### src/rtl/alu_arbiter_pkg.sv
// ============================================================================
// Module : alu_arbiter_pkg
// Brief  : Shared opcodes, FSM states and legal-opcode check for alu_arbiter.
// Rev    : 1.0
// ============================================================================
`default_nettype none

package alu_arbiter_pkg;

    localparam int FIXED_PRIO_DEFAULT = 0;

    localparam logic [3:0] C_OP_AND  = 4'b0000;
    localparam logic [3:0] C_OP_OR   = 4'b0001;
    localparam logic [3:0] C_OP_ADD  = 4'b0010;
    localparam logic [3:0] C_OP_XOR  = 4'b0011;
    localparam logic [3:0] C_OP_SLL  = 4'b0101;
    localparam logic [3:0] C_OP_SUB  = 4'b0110;
    localparam logic [3:0] C_OP_SLT  = 4'b0111;
    localparam logic [3:0] C_OP_SRL  = 4'b1000;
    localparam logic [3:0] C_OP_SRA  = 4'b1011;
    localparam logic [3:0] C_OP_NOR  = 4'b1100;
    localparam logic [3:0] C_OP_SLTU = 4'b1101;

    typedef enum logic [1:0] {
        IDLE = 2'd0,
        EXEC = 2'd1,
        RESP = 2'd2
    } state_e;

    function automatic logic is_legal_op(input logic [3:0] op);
        logic legal;
        case (op)
            C_OP_AND, C_OP_OR, C_OP_ADD, C_OP_XOR, C_OP_SLL, C_OP_SUB,
            C_OP_SLT, C_OP_SRL, C_OP_SRA, C_OP_NOR, C_OP_SLTU: legal = 1'b1;
            default:                                           legal = 1'b0;
        endcase
        return legal;
    endfunction

endpackage

`default_nettype wire

### src/rtl/alu_rr_grant.sv
// ============================================================================
// Module : alu_rr_grant
// Brief  : Two-way one-hot grant; round-robin on last winner or fixed prio 0.
// Rev    : 1.0
// ============================================================================
`default_nettype none

module alu_rr_grant
    import alu_arbiter_pkg::*;
#(
    parameter int FIXED_PRIO = FIXED_PRIO_DEFAULT
) (
    input  logic [1:0] valid,
    input  logic       last,
    output logic [1:0] grant
);

    always_comb begin
        grant = valid;
        // Under contention the requester that did not win last time goes first.
        if (valid == 2'b11) begin
            if (FIXED_PRIO != 0) begin
                grant = 2'b01;
            end else begin
                grant = last ? 2'b01 : 2'b10;
            end
        end
    end

endmodule

`default_nettype wire

### src/rtl/alu_arbiter.sv
// ============================================================================
// Module : alu_arbiter
// Brief  : Shares one external combinational ALU between two requesters.
// Rev    : 1.0
// ============================================================================
`default_nettype none

module alu_arbiter
    import alu_arbiter_pkg::*;
#(
    parameter int FIXED_PRIO = FIXED_PRIO_DEFAULT
) (
    input  logic        clk,
    input  logic        rst,
    input  logic        req0_valid,
    output logic        req0_ready,
    input  logic [3:0]  req0_op,
    input  logic [31:0] req0_a,
    input  logic [31:0] req0_b,
    input  logic        req1_valid,
    output logic        req1_ready,
    input  logic [3:0]  req1_op,
    input  logic [31:0] req1_a,
    input  logic [31:0] req1_b,
    output logic        rsp0_valid,
    input  logic        rsp0_ready,
    output logic [31:0] rsp0_data,
    output logic        rsp0_zero,
    output logic        rsp0_err,
    output logic        rsp1_valid,
    input  logic        rsp1_ready,
    output logic [31:0] rsp1_data,
    output logic        rsp1_zero,
    output logic        rsp1_err,
    output logic [31:0] alu_srca,
    output logic [31:0] alu_srcb,
    output logic [3:0]  alu_ctrl,
    input  logic [31:0] alu_out,
    input  logic        alu_zero,
    output logic        busy
);

    state_e      state_q, state_d;
    logic [3:0]  op_q, op_d;
    logic [31:0] a_q, a_d;
    logic [31:0] b_q, b_d;
    logic [31:0] data_q, data_d;
    logic        zero_q, zero_d;
    logic        err_q, err_d;
    logic        owner_q, owner_d;
    logic        last_q, last_d;

    logic [1:0]  w_grant;
    logic        w_accept_en;
    logic        w_exec;
    logic        w_legal;
    logic        w_rsp0;
    logic        w_rsp1;

    alu_rr_grant #(
        .FIXED_PRIO (FIXED_PRIO)
    ) u_grant (
        .valid (({req1_valid, req0_valid})),
        .last  (last_q),
        .grant (w_grant)
    );

    // Ready is also masked by rst so every output reads 0 while reset is held.
    assign w_accept_en = (state_q == IDLE) && !rst;
    assign req0_ready  = w_accept_en && w_grant[0];
    assign req1_ready  = w_accept_en && w_grant[1];

    assign w_exec   = (state_q == EXEC);
    assign w_legal  = is_legal_op(op_q);
    assign alu_srca = w_exec ? a_q : 32'd0;
    assign alu_srcb = w_exec ? b_q : 32'd0;
    assign alu_ctrl = (w_exec && w_legal) ? op_q : 4'd0;

    assign w_rsp0     = (state_q == RESP) && !owner_q;
    assign w_rsp1     = (state_q == RESP) &&  owner_q;
    assign rsp0_valid = w_rsp0;
    assign rsp0_data  = w_rsp0 ? data_q : 32'd0;
    assign rsp0_zero  = w_rsp0 && zero_q;
    assign rsp0_err   = w_rsp0 && err_q;
    assign rsp1_valid = w_rsp1;
    assign rsp1_data  = w_rsp1 ? data_q : 32'd0;
    assign rsp1_zero  = w_rsp1 && zero_q;
    assign rsp1_err   = w_rsp1 && err_q;

    assign busy = (state_q != IDLE);

    always_comb begin
        state_d = state_q;
        op_d    = op_q;
        a_d     = a_q;
        b_d     = b_q;
        data_d  = data_q;
        zero_d  = zero_q;
        err_d   = err_q;
        owner_d = owner_q;
        last_d  = last_q;
        case (state_q)
            IDLE: begin
                if (w_grant != 2'b00) begin
                    owner_d = w_grant[1];
                    op_d    = w_grant[1] ? req1_op : req0_op;
                    a_d     = w_grant[1] ? req1_a  : req0_a;
                    b_d     = w_grant[1] ? req1_b  : req0_b;
                    state_d = EXEC;
                end
            end
            EXEC: begin
                if (w_legal) begin
                    data_d = alu_out;
                    zero_d = alu_zero;
                    err_d  = 1'b0;
                end else begin
                    data_d = 32'd0;
                    zero_d = 1'b0;
                    err_d  = 1'b1;
                end
                state_d = RESP;
            end
            RESP: begin
                if (owner_q ? rsp1_ready : rsp0_ready) begin
                    last_d  = owner_q;
                    state_d = IDLE;
                end
            end
            default: begin
                state_d = IDLE;
            end
        endcase
    end

    always_ff @(posedge clk or posedge rst) begin
        if (rst) begin
            state_q <= IDLE;
            op_q    <= 4'd0;
            a_q     <= 32'd0;
            b_q     <= 32'd0;
            data_q  <= 32'd0;
            zero_q  <= 1'b0;
            err_q   <= 1'b0;
            owner_q <= 1'b0;
            last_q  <= 1'b1;
        end else begin
            state_q <= state_d;
            op_q    <= op_d;
            a_q     <= a_d;
            b_q     <= b_d;
            data_q  <= data_d;
            zero_q  <= zero_d;
            err_q   <= err_d;
            owner_q <= owner_d;
            last_q  <= last_d;
        end
    end

endmodule

`default_nettype wire

### config.mk
export PLATFORM = sky130hd
export DESIGN_NAME = alu_arbiter
export DESIGN_NICKNAME = d
export VERILOG_FILES = /design/src/rtl/alu_arbiter_pkg.sv /design/src/rtl/alu_rr_grant.sv /design/src/rtl/alu_arbiter.sv
export SDC_FILE = /design/constraint.sdc
export NUM_CORES = 1
export LEC_CHECK = 0
export CAP_MARGIN = 5
export CELL_PAD_IN_SITES_DETAIL_PLACEMENT = 0
export CELL_PAD_IN_SITES_GLOBAL_PLACEMENT = 1
export CORE_MARGIN = 5
export CORE_UTILIZATION = 33
export CTS_BUF_LIST = sky130_fd_sc_hd__clkbuf_4 sky130_fd_sc_hd__clkbuf_8
export CTS_CLUSTER_SIZE = 20
export DETAILED_ROUTE_END_ITERATION = 8
export PLACE_DENSITY_LB_ADDON = 0.2
export SLEW_MARGIN = 20
export SYNTH_ARGS = -nofsm -noshare
export SYNTH_HDL_FRONTEND = slang
export SYNTH_SLANG_ARGS = --single-unit
### constraint.sdc
create_clock -name clk -period 11.8 [get_ports clk]
set_input_delay 3.54 -clock clk [delete_from_list [all_inputs] [get_ports clk]]
set_output_delay 3.54 -clock clk [all_outputs]
set_load 0.01 [all_outputs]
==> metrics.txt <==
status=finished clean; top cells by area in the synthesized netlist=dfrtp_1 44%, mux2_2 14%, mux2_4 12%; Crit. End Element=output pin; synthesized area=5980 um^2; die area=20900 um^2; DP Worst Slack=2.96 ns; vias in the first global route=4855; WL final=18300 um; htree depth=3; Syn Inst Count=483; CTS tree=built; Routed WL per cell=18.1 um; Clock Sink Count=106; R2R Setup Slk=9.30 ns; first-pass GRT wire length=27000 um; Die Ht=145 um; WHS Path Cells=1; finished layout cell area=9450 um^2; initial antenna violation count=0; Async SR Flop Fraction=1.00; sequential area share after synthesis=0.444; DRT Pass-1 Iters=4; share of the synthesized area in the top cell type=0.439; Final Max Slew Viols=0; # rows=49; Area Overhead vs Synth=57.9%; gr busiest metal=met2; Hold Crit Class=reg -> reg; drt drc=0; Yosys top cell by area=dfrtp_1; grt met1 use=0.199; hold worst-path end=a_q[0]; kind of critical path=in -> out; Reg2Reg Depth=4; Root Driver=clkbuf_8; worst r2r dst=b_q[31]; Worst-path clk slew=0.10 ns; met2 GRT Util=0.285; final worst-path cycle share=0.748; Die W=145 um; Worst EP arrival=5.29 ns; Worst-Skew Late Latency=0.37 ns; EDFF count, synth=0; setup ws final=2.97 ns; worst-case clock buffer depth=2; ANT nets after route=0; Core Region=17900 um^2; min-delay src=a_q[0]; Initial Util=0.334; Final Hold Viols=0; cts hold-fix bufs=0; Area after DPL=9260 um^2; Yosys cell types=28; Fmax=113 MHz; Yosys reg bits=106; Clock Skews=0.0136 ns; # IOs=316; pwr/cell area=198 nW/um^2; # diodes=0; via total after detailed routing=4734; layout cells sized above 1=0.198; Crit Path Max Fanout=25; vias per cell=4.70; most frequent cell after synthesis=dfrtp_1; CP required=8.26 ns; Synth Warn #=0; Total Routing Usage GR=0.165; Synthesized Nets=659; RSZ-0062 raised after global routing=no; total CTS buffers=9; VDD IR-drop max=104 uV; Max-Cap Viols=0; minimum clock period=8.83 ns; Commonest cells post-synth=105 x dfrtp_1, 102 x and2_1, 77 x mux2_2; met3 usage=0.0440; DRT iter0 DRCs=187; total negative slack=0 ns; ys flop type=dfrtp_1; residual overflow from global routing=0; launching point of the worst reg2reg path=last_q; Final GP Congestion=0.774; startpoint types=input port; endpoints failing setup=0; Worst-Margin Slew=1.02 ns; IO Port Bufs=315; largest net degree at the start of global routing=76; CTS-repair resized insts=0; Syn Area/Cell=12.4 um^2; leakage=4.07 nW; total power=0.00187 W; Detail Placement HPWL=14000 um; Slew HR=0.323; # Post-CTS Setup Buffers=0; Nets=952
## critical path, stage by stage
cell             delay (ns)
clkdlybuf4s50_1        0.56
a21bo_4                0.38
nor3_1                 0.22
clkdlybuf4s50_1        0.57
## power breakdown
| group | internal (W) | switching, W |
|---|---|---|
| Clock | 0.000101 | 0.000120 |
| Sequential | 0.000541 | 0.000110 |
| Combinational | 0.000590 | 0.000412 |
## area by class of cell
class,count,area [um^2]
Multi-Input combinational cell,331,3060
Sequential cell,106,2650
Timing Repair Buffer,323,3240
Inverter,5,21.3
Tap cell,229,287
Clock buffer,11,139
Fill cell,1570,8450
Clock inverter,3,42.5
## state kept, by name (all words and copies together), names as in the netlist
signal / flops
a_q: 32
b_q: 32
err_q: 1
data_q: 32
state_q: 2
last_q: 1
owner_q: 1
zero_q: 1
op_q: 4
## logic make-up (layout without fill, tap and decap cells)
logic type | Yosys count | in the layout | share of synthesized area
AOI/OAI and AO/OA | 41 | 41 | 0.0598
adders and majority gates | 1 | 1 | 0.00209
buffers and inverters | 46 | 342 | 0.0485
DFF | 106 | 106 | 0.444
muxes | 138 | 138 | 0.288
and+or+nand+nor | 151 | 151 | 0.158
## metrics by stage
stage | utilization | instances | hold slack (ns)
after floorplan | - | 483 | 0.472
after global placement | 0.515 | 992 | 0.480
after detailed placement | 0.517 | 994 | 0.487
after CTS | 0.527 | 1008 | 0.508
after global routing | 0.528 | 1008 | 0.522
final | 0.528 | 1008 | 0.504
## routing by layer
layer	share of wire	vias up
li1	-	2268
met1	0.39	2242
met2	0.50	198
met3	0.087	26
met4	0.024	0
met5	0	-
## how the worst max path moves through the flow
stage | endpoint | slack [ns] | depth (start not counted) | startpoint
after floorplan | req1_ready | 3.96 | 4 | req1_valid
after global placement | req1_ready | 2.95 | 4 | req1_valid
after detailed placement | req1_ready | 2.96 | 4 | req1_valid
after CTS | req1_ready | 2.94 | 4 | req1_valid
after global routing | req1_ready | 2.89 | 4 | req1_valid
final | req1_ready | 2.97 | 4 | req1_valid
## cells in the final DEF (no fill, tap or decap), types with 2 or more instances in the layout
master and instances:
dfrtp_1 105, mux2_2 77, clkdlybuf4s50_1 315, inv_1 4, nor2b_4 2, nor3_1 3, clkbuf_4 2, o21ai_0 3
mux2i_1 6, nor2_1 4, a22o_1 34, and2_1 102, and3_1 34, clkbuf_8 9, mux2_1 8, mux2_4 47
nand2b_1 2, buf_4 5
Power figures use the tool's default switching activity.
